## src/rtl/sdr_sync_pkg.sv

```systemverilog
// Shared types and helpers for the descrambler sequencing/lock controller.
package sdr_sync_pkg;

  typedef enum logic [1:0] {
    HUNT,
    VERIFY,
    LOCKED
  } sync_state_t;

  // Fill bit of the default idle word (descrambled idle is all zeros).
  localparam logic IDLE_FILL = 1'b0;

  function automatic int unsigned ceil_div(input int unsigned a, input int unsigned b);
    return (a + b - 1) / b;
  endfunction

endpackage

```

## src/rtl/descrambler_sync_fsm.sv

```systemverilog
// Lock FSM: flush counting in HUNT, idle-run counting in VERIFY, resync bookkeeping.
module descrambler_sync_fsm
  import sdr_sync_pkg::*;
#(
  parameter int unsigned FLUSH      = 5,
  parameter int unsigned LOCK_WORDS = 16,
  parameter int unsigned CW         = 8
) (
  input  logic          i_clk,
  input  logic          i_reset,
  input  logic          i_resync,
  input  logic          i_pend,
  input  logic          i_match,
  output sync_state_t   o_state,
  output logic [CW-1:0] o_resyncs
);

  localparam int unsigned FW = (FLUSH > 1) ? $clog2(FLUSH) : 1;
  localparam int unsigned MW = (LOCK_WORDS > 1) ? $clog2(LOCK_WORDS) : 1;
  localparam logic [FW-1:0] FCNT_LAST = FW'(FLUSH - 1);
  localparam logic [MW-1:0] MCNT_LAST = MW'(LOCK_WORDS - 1);

  sync_state_t   r_state, w_state_nx;
  logic [FW-1:0] r_fcnt, w_fcnt_nx;
  logic [MW-1:0] r_mcnt, w_mcnt_nx;
  logic [CW-1:0] r_resyncs, w_resyncs_nx;

  always_ff @(posedge i_clk) begin
    if (i_reset) begin
      r_state   <= HUNT;
      r_fcnt    <= '0;
      r_mcnt    <= '0;
      r_resyncs <= '0;
    end else begin
      r_state   <= w_state_nx;
      r_fcnt    <= w_fcnt_nx;
      r_mcnt    <= w_mcnt_nx;
      r_resyncs <= w_resyncs_nx;
    end
  end

  always_comb begin
    w_state_nx   = r_state;
    w_fcnt_nx    = r_fcnt;
    w_mcnt_nx    = r_mcnt;
    w_resyncs_nx = r_resyncs;
    if (i_resync) begin
      // Resync overrides any word completing on the same cycle.
      w_state_nx = HUNT;
      w_fcnt_nx  = '0;
      w_mcnt_nx  = '0;
      if (r_state == LOCKED && r_resyncs != '1)
        w_resyncs_nx = r_resyncs + 1'b1;
    end else begin
      case (r_state)
        HUNT: begin
          if (i_pend) begin
            if (r_fcnt == FCNT_LAST) begin
              w_state_nx = VERIFY;
              w_fcnt_nx  = '0;
              w_mcnt_nx  = '0;
            end else begin
              w_fcnt_nx = r_fcnt + 1'b1;
            end
          end
        end
        VERIFY: begin
          if (i_pend) begin
            if (!i_match) begin
              w_mcnt_nx = '0;
            end else if (r_mcnt == MCNT_LAST) begin
              w_state_nx = LOCKED;
              w_mcnt_nx  = '0;
            end else begin
              w_mcnt_nx = r_mcnt + 1'b1;
            end
          end
        end
        LOCKED:  w_state_nx = LOCKED;
        default: w_state_nx = HUNT;
      endcase
    end
  end

  assign o_state   = r_state;
  assign o_resyncs = r_resyncs;

endmodule

```

## src/rtl/descrambler_sync.sv

```systemverilog
// Sequencing and lock controller around the receive-path multiplicative descrambler.
module descrambler_sync
  import sdr_sync_pkg::*;
#(
  parameter int unsigned    WS         = 7,
  parameter int unsigned    LN         = 31,
  parameter logic [WS-1:0]  IDLE_WORD  = {WS{IDLE_FILL}},
  parameter int unsigned    LOCK_WORDS = 16,
  parameter int unsigned    CW         = 8
) (
  input  logic          i_clk,
  input  logic          i_reset,
  input  logic          i_valid,
  output logic          o_ready,
  input  logic [WS-1:0] i_word,
  output logic          o_dce,
  output logic          o_dreset,
  output logic [WS-1:0] o_dword,
  input  logic [WS-1:0] i_dword,
  input  logic          i_resync,
  output logic          o_valid,
  input  logic          i_ready,
  output logic [WS-1:0] o_word,
  output logic          o_locked,
  output logic [CW-1:0] o_resyncs
);

  localparam int unsigned FLUSH = ceil_div(LN, WS);

  sync_state_t w_state;
  logic        w_dreset;
  logic        w_ready;
  logic        w_dce;
  logic        r_pend;
  logic        r_valid;

  assign w_dreset = i_reset || i_resync;

  // A resync cycle also resets the descrambler, so no word may be taken then.
  always_comb begin
    w_ready = 1'b1;
    if (w_state == LOCKED)
      w_ready = !r_valid || i_ready;
    if (w_dreset)
      w_ready = 1'b0;
  end

  assign w_dce = i_valid && w_ready && !w_dreset;

  always_ff @(posedge i_clk) begin
    if (w_dreset) begin
      r_pend  <= 1'b0;
      r_valid <= 1'b0;
    end else begin
      r_pend  <= w_dce;
      r_valid <= (w_state == LOCKED) && (w_dce || (r_valid && !i_ready));
    end
  end

  descrambler_sync_fsm #(
    .FLUSH      (FLUSH),
    .LOCK_WORDS (LOCK_WORDS),
    .CW         (CW)
  ) u_fsm (
    .i_clk     (i_clk),
    .i_reset   (i_reset),
    .i_resync  (i_resync),
    .i_pend    (r_pend),
    .i_match   (i_dword == IDLE_WORD),
    .o_state   (w_state),
    .o_resyncs (o_resyncs)
  );

  assign o_ready  = w_ready;
  assign o_dce    = w_dce;
  assign o_dreset = w_dreset;
  assign o_dword  = i_word;
  assign o_word   = i_dword;
  assign o_valid  = r_valid;
  assign o_locked = (w_state == LOCKED);

endmodule

```

## config.mk

```make
export PLATFORM = sky130hd
export DESIGN_NAME = descrambler_sync
export DESIGN_NICKNAME = d
export VERILOG_FILES = /design/src/rtl/sdr_sync_pkg.sv /design/src/rtl/descrambler_sync_fsm.sv /design/src/rtl/descrambler_sync.sv
export SDC_FILE = /design/constraint.sdc
export NUM_CORES = 1
export LEC_CHECK = 0
export CORE_MARGIN = 2
export CORE_UTILIZATION = 35
export CTS_CLUSTER_SIZE = 14
export DETAILED_ROUTE_END_ITERATION = 10
export HOLD_SLACK_MARGIN = 0.05
export MAX_ROUTING_LAYER = met4
export PLACE_DENSITY = 0.67
export SLEW_MARGIN = 15
export SYNTH_ARGS = -nofsm -noshare
export SYNTH_HDL_FRONTEND = slang
export SYNTH_SLANG_ARGS = --single-unit
```

## constraint.sdc

```tcl
create_clock -name i_clk -period 2.1 [get_ports i_clk]
set_input_delay 0.42 -clock i_clk [delete_from_list [all_inputs] [get_ports i_clk]]
set_output_delay 0.42 -clock i_clk [all_outputs]
set_load 0.01 [all_outputs]
```

==> flow_summary.toml, run 1 <==
[yosys]
yosysTopAreaCellShare_pct = 33.2
syn_nets = 163
avgSynthCellArea_um2 = 8.42
ys_ff_latch = 19
async_flop_share_pct = 0
synth_top_cell_by_area = "dfxtp_1"
synth_edf_count = 0
synth_ff_type = "dfxtp_1"
synth_area_leaders = "dfxtp_1 33%, buf_4 9.2%, ha_1 8.7%"
seq_area_frac_synth_pct = 33.2
synthesis.area_mm2 = 0.00114
yosys_warnings = 0
synthCells = 136
synth_cell_type_count = 38

[power]
p_sw_share_pct = 23.4
ir_drop_v = 0.000200
total_power_uw = 622
power_frac_clock_pct = 30.7
power_density_mw_per_mm2 = 430
seq_power_share_pct = 58.4
internal-power_uw = 476
pwr-share-comb_pct = 10.9
switchingPower_uw = 145
power_leakage_nw = 0.471

[layout]
nets = 186
diodes = 0
area_growth_pct = 26.3
multiInputGateArea_um2 = 629
drive_above_1_share_pct = 9.49
fillers = 307
seq_area_um2 = 380
layoutNonFillerInstCount = 202
final_util_pct = 47.0

[detailed_routing]
routedWlPerCell_um = 12.3
routed_wl_mm = 2.48
vias_per_cell = 5.24
drt_iter0_drc = 16
vias = 1058
firstDrtPassIters = 4
antenna_left = 0
drc = 0

[sta]
worstMarginPinSlew_ns = 0.517
skew_ns = 0.000576
grt_setup_unrepaired = "false"
fin_crit_sh_pct = 96.4
fmax_mhz = 494
setup_viol = 0
post-route-min-period_ns = 2.03
slew_violations = 0
maxSlewHeadroom_pct = 64.6
whs_ns = 0.489
hold_viol_final = 0

[clocking]
cts-htree-levels = 1
clockBufferDepth = 2
numClockSinks = 19
cts.clk_slew.worst_paths_ns = 0.11
cts_buffers = 3
worstSkewPairLatency_ns = 0.30
cts_tree = "done"
hold_buffers = 0
cts_root_buf = "clkbuf_4"

[setup_path]
critPathArrivalTime_ns = 1.61
cp.required_ns = 1.68
cp-end-kind = "primary output"
cp-start-kind = "input pin"
crit_type = "input pin to primary output"
crit_fanout = 11

[global_route]
grt_start_max_net_pins = 12
grt_pass1_wl_mm = 4.20
grt_pass1_vias = 1070
gr-total-overflow = 0
antenna_found_initial = 0
grt_util_all_layers_pct = 15.3

[worst_hold_path]
hold_path_class = "flip-flop to flip-flop"

[placed_design]
io_buffers = 31
hpwl_mm = 1.89
place.gp.congestion = 0.763
dp.cells = 198

[floorplan]
die-area_mm2 = 0.00374
start_util_pct = 37.2
die_w_um = 61.2
core_mm2 = 0.00308
placementRows = 20
ios = 46
fp.dieH_um = 61.2

[flow_run]
maxCapViolations = 0

[outcome]
status = "complete, no violations"
what timing repair did:
action | in CTS | in global routing
buffers inserted | 0 | 0
endpoints found under the setup margin | 3 | 2
endpoints found under the hold margin | 0 | 0
resized for setup | 5 | 2
synthesized netlist by cell type, types with 2 or more instances:
| master | count |
|---|---|
| a21oi_1 | 14 |
| nor3_1 | 2 |
| clkbuf_1 | 2 |
| buf_4 | 14 |
| dfxtp_1 | 19 |
| ha_1 | 8 |
| or4_1 | 3 |
| nor3b_1 | 2 |
| xnor2_1 | 5 |
| nand4_1 | 2 |
| nand3_1 | 6 |
| nor4_1 | 2 |
| o21ai_0 | 6 |
| nand4b_1 | 2 |
| and2_1 | 3 |
| nand2_1 | 8 |
| inv_1 | 7 |
| a211oi_1 | 2 |
| nor2_1 | 10 |
final cells by class:
class | count | share of cell area, %
sequential | 19 | 26.3
multi-input combinational | 94 | 43.5
timing repair buffer | 34 | 22.8
clock buffer | 4 | 1.82
inverter | 7 | 1.82
tap | 44 | 3.81
power groups by stage:
stage               clock network (mW)  registers, mW  logic, mW
detailed placement                   0          0.371     0.0691
global route                     0.216          0.363     0.0737
finish                           0.191          0.363     0.0677
floorplan                            0          0.371     0.0442
CTS                              0.201          0.363     0.0680
global placement                     0          0.371     0.0677
critical path: stages:
cell	delay, ns
clkdlybuf4s50_1	0.42
or2_2	0.33
buf_6	0.15
dlygate4sd2_1	0.28
cells by family after synthesis:
kind of cell | Yosys count | synth area share [%]
AO/OA/AOI/OAI | 30 | 17.0
AND/OR/NAND/NOR | 50 | 24.2
multiplexers | 1 | 0.874
buffers and inverters | 23 | 12.1
XOR/XNOR | 5 | 3.82
adder cells (fa/ha/maj) | 8 | 8.74
flip-flops | 19 | 33.2
stage by stage:
step                area, µm²  worst slack, ns  TNS (ns)
floorplan                1140            0.290         0
global placement         1420           -0.292    -0.645
detailed placement       1420           -0.339    -0.837
CTS                      1450          0.00449         0
global route             1450           0.0225         0
finish                   1450           0.0748         0
path summary, 6_finish.rpt:
check | slack, ns | endpoint | cells after the start | start
max | 0.07 | o_dreset | 4 | i_reset
min | 0.49 | u_fsm.r_mcnt[1]$_SDFFE_PP0P_ | 2 | u_fsm.r_mcnt[1]$_SDFFE_PP0P_
max reg2reg | 0.27 | u_fsm.r_mcnt[3]$_SDFFE_PP0P_ | 6 | u_fsm.o_state[0]$_SDFFE_PP0P_
min reg2reg | 0.49 | u_fsm.r_mcnt[1]$_SDFFE_PP0P_ | 2 | u_fsm.r_mcnt[1]$_SDFFE_PP0P_
routing by layer:
layer	part of all wire, %	routed length (µm)	global-route usage, %
met1	41	1020	14.9
met2	51	1280	29.0
met3	6.3	155	5.04
met4	1.2	29	3.73
met5	0	0	-
flip-flops by register name, summed over array words and instances (netlist names):
register	flops
o_valid	1
u_fsm.r_mcnt	4
r_pend	1
u_fsm.r_fcnt	3
u_fsm.o_resyncs	8
u_fsm.o_state	2
cell usage in the layout (no fill, tap or decap), drive strengths merged, types with 3 or more instances in the layout:
| master | Yosys | final |
|---|---|---|
| nor2 | 10 | 10 |
| buf | 14 | 3 |
| inv | 7 | 7 |
| xnor2 | 5 | 5 |
| a21oi | 14 | 14 |
| clkdlybuf4s50 | 0 | 28 |
| ha | 8 | 8 |
| or4 | 3 | 3 |
| dfxtp | 19 | 19 |
| nand2 | 9 | 9 |
| nand3 | 6 | 6 |
| and2 | 3 | 3 |
| clkbuf | 2 | 5 |
| o21ai | 6 | 6 |
(Power assumes the default switching activity.)
==> run 2, diff against run 1 <==
--- a/config.mk
+++ b/config.mk
@@ -9,7 +9,6 @@
 export CORE_UTILIZATION = 35
 export CTS_CLUSTER_SIZE = 14
 export DETAILED_ROUTE_END_ITERATION = 10
-export HOLD_SLACK_MARGIN = 0.05
 export MAX_ROUTING_LAYER = met4
 export PLACE_DENSITY = 0.67
 export SLEW_MARGIN = 15
==> results of run 2 <==
Same layout as run 1: the final DEF is identical, and so are final timing and power.
